===== src/rtl/cpu_sequencer.sv =====
// rtl/cpu_sequencer.sv - multi-cycle fetch/decode/exec/mem/wb sequencer with shared memory port arbitration
// Optional performance counters are enabled by defining SEQ_PERF_EN.
module cpu_sequencer #(
  parameter int WAIT_MAX = 15
`ifdef SEQ_PERF_EN
  , parameter int CNT_W  = 16
`endif
) (
  input  logic             clk,
  input  logic             reset,
  input  logic             run,
  input  logic [4:0]       opcode,
  input  logic             dec_reg_write,
  input  logic             dec_mem_write,
  input  logic             dec_nz,
  input  logic             dec_pc_enable,
  input  logic             mem_ready,
  output logic             mem_req,
  output logic             mem_sel,
  output logic             mem_we,
  output logic             ir_load,
  output logic             pc_load,
  output logic             rf_we,
  output logic             nz_load,
  output logic             busy,
  output logic             fault,
  output logic [2:0]       state
`ifdef SEQ_PERF_EN
  , output logic [CNT_W-1:0] instr_cnt,
  output logic [CNT_W-1:0] stall_cnt
`endif
);

  typedef enum logic [2:0] {
    S_IDLE   = 3'd0,
    S_FETCH  = 3'd1,
    S_DECODE = 3'd2,
    S_EXEC   = 3'd3,
    S_MEM    = 3'd4,
    S_WB     = 3'd5,
    S_FAULT  = 3'd6
  } state_t;

  localparam int             WCW      = (WAIT_MAX < 1) ? 1 : $clog2(WAIT_MAX + 1);
  localparam logic [WCW-1:0] WAIT_LIM = WCW'(WAIT_MAX);
  localparam logic [4:0]     OP_LD    = 5'b00100;
  localparam logic [4:0]     OP_ST    = 5'b00101;

  state_t         cur_state;
  state_t         nxt_state;
  logic [WCW-1:0] wait_cnt;
  logic           we_q;
  logic           timeout;
  logic           mem_phase;

  assign mem_phase = (cur_state == S_FETCH) || (cur_state == S_MEM);
  assign timeout   = (WAIT_MAX > 0) && (wait_cnt == WAIT_LIM);

  // The write strobe is captured on leaving EXEC so it cannot move during a wait.
  always_ff @(posedge clk) begin
    if (reset) begin
      cur_state <= S_IDLE;
      wait_cnt  <= '0;
      we_q      <= 1'b0;
    end else begin
      cur_state <= nxt_state;
      if (nxt_state != cur_state)
        wait_cnt <= '0;
      else if (mem_phase && wait_cnt != '1)
        wait_cnt <= wait_cnt + 1'b1;
      if (cur_state == S_EXEC)
        we_q <= (opcode == OP_ST) && dec_mem_write;
    end
  end

  always_comb begin
    nxt_state = cur_state;
    mem_req   = 1'b0;
    mem_sel   = 1'b0;
    mem_we    = 1'b0;
    ir_load   = 1'b0;
    pc_load   = 1'b0;
    rf_we     = 1'b0;
    nz_load   = 1'b0;
    case (cur_state)
      S_IDLE: begin
        if (run)
          nxt_state = S_FETCH;
      end
      S_FETCH: begin
        mem_req = 1'b1;
        if (mem_ready) begin
          ir_load   = 1'b1;
          nxt_state = S_DECODE;
        end else if (timeout) begin
          nxt_state = S_FAULT;
        end
      end
      S_DECODE: nxt_state = S_EXEC;
      S_EXEC: begin
        if (opcode == OP_LD || opcode == OP_ST)
          nxt_state = S_MEM;
        else
          nxt_state = S_WB;
      end
      S_MEM: begin
        mem_req = 1'b1;
        mem_sel = 1'b1;
        mem_we  = we_q;
        if (mem_ready)
          nxt_state = S_WB;
        else if (timeout)
          nxt_state = S_FAULT;
      end
      S_WB: begin
        rf_we     = dec_reg_write;
        nz_load   = dec_nz;
        pc_load   = dec_pc_enable;
        nxt_state = run ? S_FETCH : S_IDLE;
      end
      S_FAULT: nxt_state = S_FAULT;
      default: nxt_state = S_IDLE;
    endcase
  end

  assign busy  = (cur_state != S_IDLE) && (cur_state != S_FAULT);
  assign fault = (cur_state == S_FAULT);
  assign state = cur_state;

`ifdef SEQ_PERF_EN
  always_ff @(posedge clk) begin
    if (reset) begin
      instr_cnt <= '0;
      stall_cnt <= '0;
    end else begin
      if (cur_state == S_WB)
        instr_cnt <= instr_cnt + 1'b1;
      if (mem_phase && !mem_ready)
        stall_cnt <= stall_cnt + 1'b1;
    end
  end
`endif

endmodule


===== config.mk =====
export PLATFORM = sky130hd
export DESIGN_NAME = cpu_sequencer
export DESIGN_NICKNAME = d
export VERILOG_FILES = /design/src/rtl/cpu_sequencer.sv
export SDC_FILE = /design/constraint.sdc
export NUM_CORES = 1
export LEC_CHECK = 0
export BUFFER_PORTS_ARGS = -buffer_cell sky130_fd_sc_hd__buf_2
export CORE_MARGIN = 2
export CORE_UTILIZATION = 46
export CTS_CLUSTER_SIZE = 14
export DETAILED_ROUTE_END_ITERATION = 12
export PLACE_DENSITY = 0.84
export SYNTH_ARGS = -nofsm -noshare
export SYNTH_HDL_FRONTEND = slang
export SYNTH_SLANG_ARGS = --single-unit

===== constraint.sdc =====
create_clock -name clk -period 1.72 [get_ports clk]
set_input_delay 0.086 -clock clk [delete_from_list [all_inputs] [get_ports clk]]
set_output_delay 0.086 -clock clk [all_outputs]
set_load 0.02 [all_outputs]

==> results of run 1 <==
## critical path: cells and delay by family (launching register included)
family,cells,cell delay [ps]
simple gates,4,940
fa+ha+maj,1,200
flops,1,360
## kinds of logic (layout without fill, tap and decap cells)
logic type               count (synthesis)  count (layout)
multiplexers                             2               2
AND/OR/NAND/NOR                         37              37
AO/OA/AOI/OAI                           12              12
adder cells (fa/ha/maj)                  1               1
XOR/XNOR                                 5               5
buffers and inverters                    6              31
flip-flops                               8               8
## metal layers
metal  GRT usage  wire (um)
met3      0.0489         73
met5           0          0
met2       0.340        743
met4       0.142         26
met1       0.188        613
## path summary, 6_finish.rpt
path	cells after the start	slack, ps	end	from
max reg2reg	5	90	wait_cnt[0]	wait_cnt[0]
min	2	50	state[0]	reset
max	5	90	wait_cnt[0]	wait_cnt[0]
min reg2reg	3	560	we_q	we_q
## report_power, final
part,leakage [nW],internal (mW),switching (mW)
Clock,0.0138,0.0798,0.0636
Sequential,0.0657,0.194,0.0191
Combinational,0.264,0.0727,0.0887
Total,0.343,0.346,0.171
## what timing repair did
item,CTS,global route
resized for setup,0,2
hold buffers,0,0
setup endpoints to repair,0,5
## metrics by stage
step	total power, mW	cell area [um^2]	worst slack [ps]	hold slack (ps)	cells
2_1_floorplan	0.329	632	203	155	71
3_3_place_gp	0.372	749	168	320	108
3_5_place_dp	0.376	749	98.1	321	108
4_1_cts	0.521	772	17.7	52.5	111
5_1_grt	0.550	774	5.13	45.5	111
6_report	0.518	774	87.7	53.6	111
## area by class of cell
cell class	count	area (um^2)	area share
repair buffers	26	135	0.174
inverters	2	7.51	0.00969
well taps	15	18.8	0.0242
multi-input cells	57	428	0.553
clock buffers	3	22.5	0.0291
flip-flops and latches	8	163	0.210
## cells in the mapped netlist
library cell and n:
a21oi_1 4, a31o_1 1, a31oi_1 2, and2_1 1, and3_1 5, and4b_1 1, buf_2 2, buf_6 1
buf_8 1, dfxtp_1 8, ha_1 1, inv_1 2, mux2i_1 2, nand2_1 2, nand2b_1 2, nand3_1 2
nand3b_1 1, nor2_1 7, nor2b_1 2, nor3_1 2, nor3_2 3, nor3b_1 1, nor4_1 2, nor4_2 2
nor4_4 1, nor4b_2 2, o21ai_0 1, o21ai_1 1, o21bai_1 2, o32a_1 1, or2b_1 1, xnor2_1 4
xnor2_2 1
## flip-flops by register name, indices dropped and copies added, names as in the netlist
name / flops
state: 3
we_q: 1
wait_cnt: 4
==> summary.md, run 1 <==
| Metric | Value |
|---|---|
| Slowest cell on crit path | `nor4_4` |
| Worst Path Required | `between 1500 and 2000 ps` |
| Synth Area in XOR/XNOR | `0.0812` |
| Cell Pwr Density | `approximately 670 nW/um^2` |
| Pre-antenna DRT Iters | `4` |
| Max-slew violation count | `0` |
| Syn nets | `85` |
| CORE AREA | `approximately 1300 um^2` |
| Startpoint types | `register` |
| RSZ-0062 raised after global routing | `no` |
| Synthesis-to-finish area growth | `22.6%` |
| Total clock buffers created by CTS | `3` |
| FMAX | `just over 0.6 GHz` |
| Post-layout min period | `about 1600 ps` |
| Worst-Skew Late Latency | `approximately 250 ps` |
| Total congestion overflow | `0` |
| Clock skew | `around 4.8 ps` |
| Nets | `112` |
| Post-DP HPWL | `roughly 1.1 mm` |
| Detail Route Antenna Nets | `0` |
| Post-CTS Setup Inserts | `0` |
| Post-Syn Area | `~630 um^2` |
| Worst hold path type | `in -> reg` |
| Via count | `roughly 630` |
| Gr usage total | `0.191` |
| Most common cell after layout, fill and taps aside | `buf_2` |
| #FFs+latches synth | `8` |
| Number of diodes | `0` |
| First-pass GRT wire length | `2.00 mm` |
| Io pins | `25` |
| Relative slew slack | `0.697` |
| Number of global-route vias before repair | `between 500 and 600` |
| Clock Sinks | `8` |
| Routed wire per std cell | `13.1 um` |
| Final setup violation count | `0` |
| CP peak stage delay | `390 ps` |
| Maximum fanout along the worst path | `6` |
| Worst EP arrival | `1760 ps` |
| Full die area | `1690 um^2` |
| Distinct cells, synth | `33` |
| Largest net degree at the start of global routing | `17` |
| Worst-path clk slew | `around 60 ps` |
| Largest family of logic cells by synthesized area | `simple AND/OR/NAND/NOR gates` |
| RePlAce Congestion | `0.773` |
| Layout cell share with drive strength beyond 1 | `0.417` |
| Synth top area cells | `dfxtp_1 25%, xnor2_1 5.5%, and3_1 5.0%` |
| Ys Warns | `0` |
| Initial Util | `0.492` |
| Sequential fraction of the synthesis area | `0.253` |
| Row cnt | `13` |
| CP endpoint kind | `register` |
| Compound-Gate Fraction of Synth Area | `0.121` |
| Via/cell ratio | `approximately 5.7` |
| Synth Area in Simple Gates | `0.424` |
| Yosys top cell area share | `0.253` |
| CTS tree | `built` |
| Syn Area/Cell | `about 8.9 um^2` |
| Die height | `approximately 41 um` |
| Drt drc | `0` |
| Pleak | `between 0.3 and 0.4 nW` |
| Initial antenna violation count | `0` |
| Fill cells | `111` |
| Status | `completed` |
| Peak supply drop | `between 0.0004 and 0.0005 V` |
| Worst Max-Slew Pin Slew | `451 ps` |
| Post-synthesis mux area share | `0.0317` |
| Critical Path, Cell by Cell | `ha_1 -> and3_1 -> nor4_2 -> nor4_4 -> nor3_1` |
| Commonest non-fill, non-tap cells in the layout | `24 x buf_2, 7 x nor2_1, 6 x dfxtp_1, 5 x and3_1` |
| Core Util, Final | `0.603` |
| Final Hold Viols | `0` |
| Setup TNS Final | `0 ps` |
| Adder-cell share of the synthesized area | `0.0198` |
| Port-buffer cells | `24` |
| Clk root buf | `clkbuf_4` |
| DRT iter0 DRCs | `11` |
| Kind of critical path | `reg -> reg` |
| Die X-Extent | `41.1 um` |
| Post-synth top area cell | `dfxtp_1` |
| Max-cap viol count | `0` |
| Mapped Cells | `71` |
| Period utilisation layout | `0.949` |
| Htree depth | `1` |
| CTS Buffer Depth | `2` |
| DRT Wirelength | `roughly 1.5 mm` |
Power figures use the tool's default switching activity.
==> run 2, diff against run 1 <==
Settings changed: ABC_CLOCK_PERIOD_IN_PS from default to 1720, CORE_AREA from default to 2 2 39 41, CORE_MARGIN 2 to default, CORE_UTILIZATION 46 to default, CTS_BUF_LIST from default to sky130_fd_sc_hd__clkbuf_8, DIE_AREA from default to 0 0 41 43, PLACE_DENSITY 0.84 to 0.86.
==> run 2 against run 1 <==
  * Worst hold slack improved by 33 ps
  * Die area increased by 4.6%
  * Sequential power hardly changed
  * Setup slack better by 60 ps
  * Total power up 14%
  * Clock-buffer cell count stayed put
  * Via count decreased by 2.9%
  * Clock power increased by 50%
  * Clock skew fell by 0.82 ps
  * Core utilization decreased by 1.8 points
  * Cell count increased by 2.7%
  * Global-route usage fell by 1.6 points
  * Critical path type unchanged
  * Largest power group is now the clock network
  * Highest routed layer unchanged
==> summary.md, run 2 (synthesis gave the netlist of run 1 again) <==
| Metric | Value |
|---|---|
| Status | `completed (unchanged)` |
| Register area | `161 um^2 (was 163 um^2)` |
| DRT Wirelength | `1.33 mm (was 1.46 mm)` |
| Final Cell Area | `810 um^2 (was 774 um^2)` |
| Hold WS | `87.0 ps (was 53.6 ps)` |
| Htree depth | `1 (unchanged)` |
| RSZ-0062 raised after global routing | `no (unchanged)` |
| Worst Path Required | `1810 ps (was 1840 ps)` |
| Io pins | `25 (unchanged)` |
| Clk root buf | `clkbuf_8 (was clkbuf_4)` |
| Placed inst area | `766 um^2 (was 749 um^2)` |
| Worst Max-Slew Pin Slew | `386 ps (was 451 ps)` |
| Kind of critical path | `reg -> reg (unchanged)` |
| Worst hold path type | `in -> reg (unchanged)` |
| Via/cell ratio | `5.35 (was 5.66)` |
| CORE AREA | `1380 um^2 (was 1280 um^2)` |
| First-pass GRT wire length | `2.16 mm (was 2.00 mm)` |
| Port-buffer cells | `24 (unchanged)` |
| CTS Buffer Depth | `2 (unchanged)` |
| Reg with most FFs | `wait_cnt (unchanged)` |
| Layout cell share with drive strength beyond 1 | `0.429 (was 0.417)` |
| Pleak | `0.361 nW (was 0.343 nW)` |
| Worst EP arrival | `1660 ps (was 1760 ps)` |
| Largest register FFs | `4 (unchanged)` |
| Initial antenna violation count | `0 (unchanged)` |
| Final Hold Viols | `0 (unchanged)` |
| Full die area | `1760 um^2 (was 1690 um^2)` |
| Critical R2R Launch | `wait_cnt[0] (unchanged)` |
| Startpoint types | `register (unchanged)` |
| Post-layout min period | `1570 ps (was 1630 ps)` |
| Clock skew | `4.01 ps (was 4.83 ps)` |
| Die height | `43 um (was 41.1 um)` |
| Drt drc | `0 (unchanged)` |
| Worst-path clk slew | `40 ps (was 60 ps)` |
| Relative slew slack | `0.740 (was 0.697)` |
| Largest net degree at the start of global routing | `14 (was 17)` |
| Synthesis-to-finish area growth | `28.1% (was 22.6%)` |
| DRT iter0 DRCs | `5 (was 11)` |
| Clock Sinks | `8 (unchanged)` |
| Max-slew violation count | `0 (unchanged)` |
| DP Worst Slack | `88.1 ps (was 98.1 ps)` |
| Pre-antenna DRT Iters | `4 (unchanged)` |
| Initial Util | `0.457 (was 0.492)` |
| Setup TNS Final | `0 ps (unchanged)` |
| Period utilisation layout | `0.914 (was 0.949)` |
| Number of diodes | `0 (unchanged)` |
| Post-DP HPWL | `1.08 mm (was 1.11 mm)` |
| Die X-Extent | `41 um (was 41.1 um)` |
| Most common cell after layout, fill and taps aside | `buf_2 (unchanged)` |
| Final setup violation count | `0 (unchanged)` |
| Critical path launch point | `wait_cnt[0] (unchanged)` |
| Routed wire per std cell | `11.6 um (was 13.1 um)` |
| CTS tree | `built (unchanged)` |
| CP endpoint kind | `register (unchanged)` |
| Core Util, Final | `0.585 (was 0.603)` |
| Nets | `114 (was 112)` |
| Max-cap viol count | `0 (unchanged)` |
| Gr usage total | `0.175 (was 0.191)` |
| Post-cts hold buffer count | `0 (unchanged)` |
| Via count | `610 (was 628)` |
| FMAX | `0.636 GHz (was 0.613 GHz)` |
| Hold Startpoint | `reset (unchanged)` |
| Detail Route Antenna Nets | `0 (unchanged)` |
| Area of the multi-input gates | `429 um^2 (was 428 um^2)` |
| Total clock buffers created by CTS | `3 (unchanged)` |
| Cell Pwr Density | `730 nW/um^2 (was 669 nW/um^2)` |
| Commonest non-fill, non-tap cells in the layout | `24 x buf_2, 7 x nor2_1, 7 x dfxtp_1 (was 24 x buf_2, 7 x nor2_1, 6 x dfxtp_1, 5 x and3_1)` |
| Maximum fanout along the worst path | `6 (unchanged)` |
| Peak supply drop | `0.000428 V (was 0.000436 V)` |
| Row cnt | `14 (was 13)` |
| Worst-Skew Late Latency | `220 ps (was 250 ps)` |
| RePlAce Congestion | `0.802 (was 0.773)` |
| Number of global-route vias before repair | `516 (was 514)` |
| Fill cells | `131 (was 111)` |
| Total congestion overflow | `0 (unchanged)` |
| Final setup margin | `148 ps (was 87.7 ps)` |
[run 2: critical path: stages, from the launching register on]
cell and delay [ps]:
dfxtp_1 360, ha_1 200, and3_2 290, nor4_2 80
nor4_4 400, nor3_1 110
[run 2: through the flow]
step / instances / power, mW
after global routing: 114 / 0.628
after detailed placement: 111 / 0.378
after CTS: 114 / 0.600
after floorplan: 71 / 0.329
after global placement: 111 / 0.374
final: 114 / 0.591
[run 2: final cells by class]
cell class | instances | area share
multi-input combinational | 57 | 0.530
timing repair buffer | 28 | 0.185
inverter | 2 | 0.00927
sequential | 8 | 0.199
tap | 16 | 0.0247
clock buffer | 3 | 0.0510
[run 2: per-layer routing]
| metal | vias up | track usage | wire (um) |
|---|---|---|---|
| met4 | 0 | 0.0800 | 17 |
| met2 | 14 | 0.284 | 707 |
| met3 | 2 | 0.0314 | 56 |
| met5 | - | 0 | 0 |
| li1 | 314 | - | - |
| met1 | 280 | 0.212 | 546 |
[run 2: path summary, 6_finish.rpt]
path | to | slack [ps] | cells after the start
worst max register to register | wait_cnt[1] | 150 | 5
worst min-delay path | state[0] | 90 | 2
worst min register to register | we_q | 550 | 3
worst max-delay path | wait_cnt[1] | 150 | 5
[run 2: power breakdown]
| part | internal [mW] | switching (mW) |
|---|---|---|
| Sequential | 0.195 | 0.0181 |
| Combinational | 0.0756 | 0.0873 |
| Clock | 0.151 | 0.0645 |
[run 2: timing repair]
action	in CTS	in global routing
gates resized for setup	0	2
setup endpoints to repair	0	4
buffers inserted	0	0
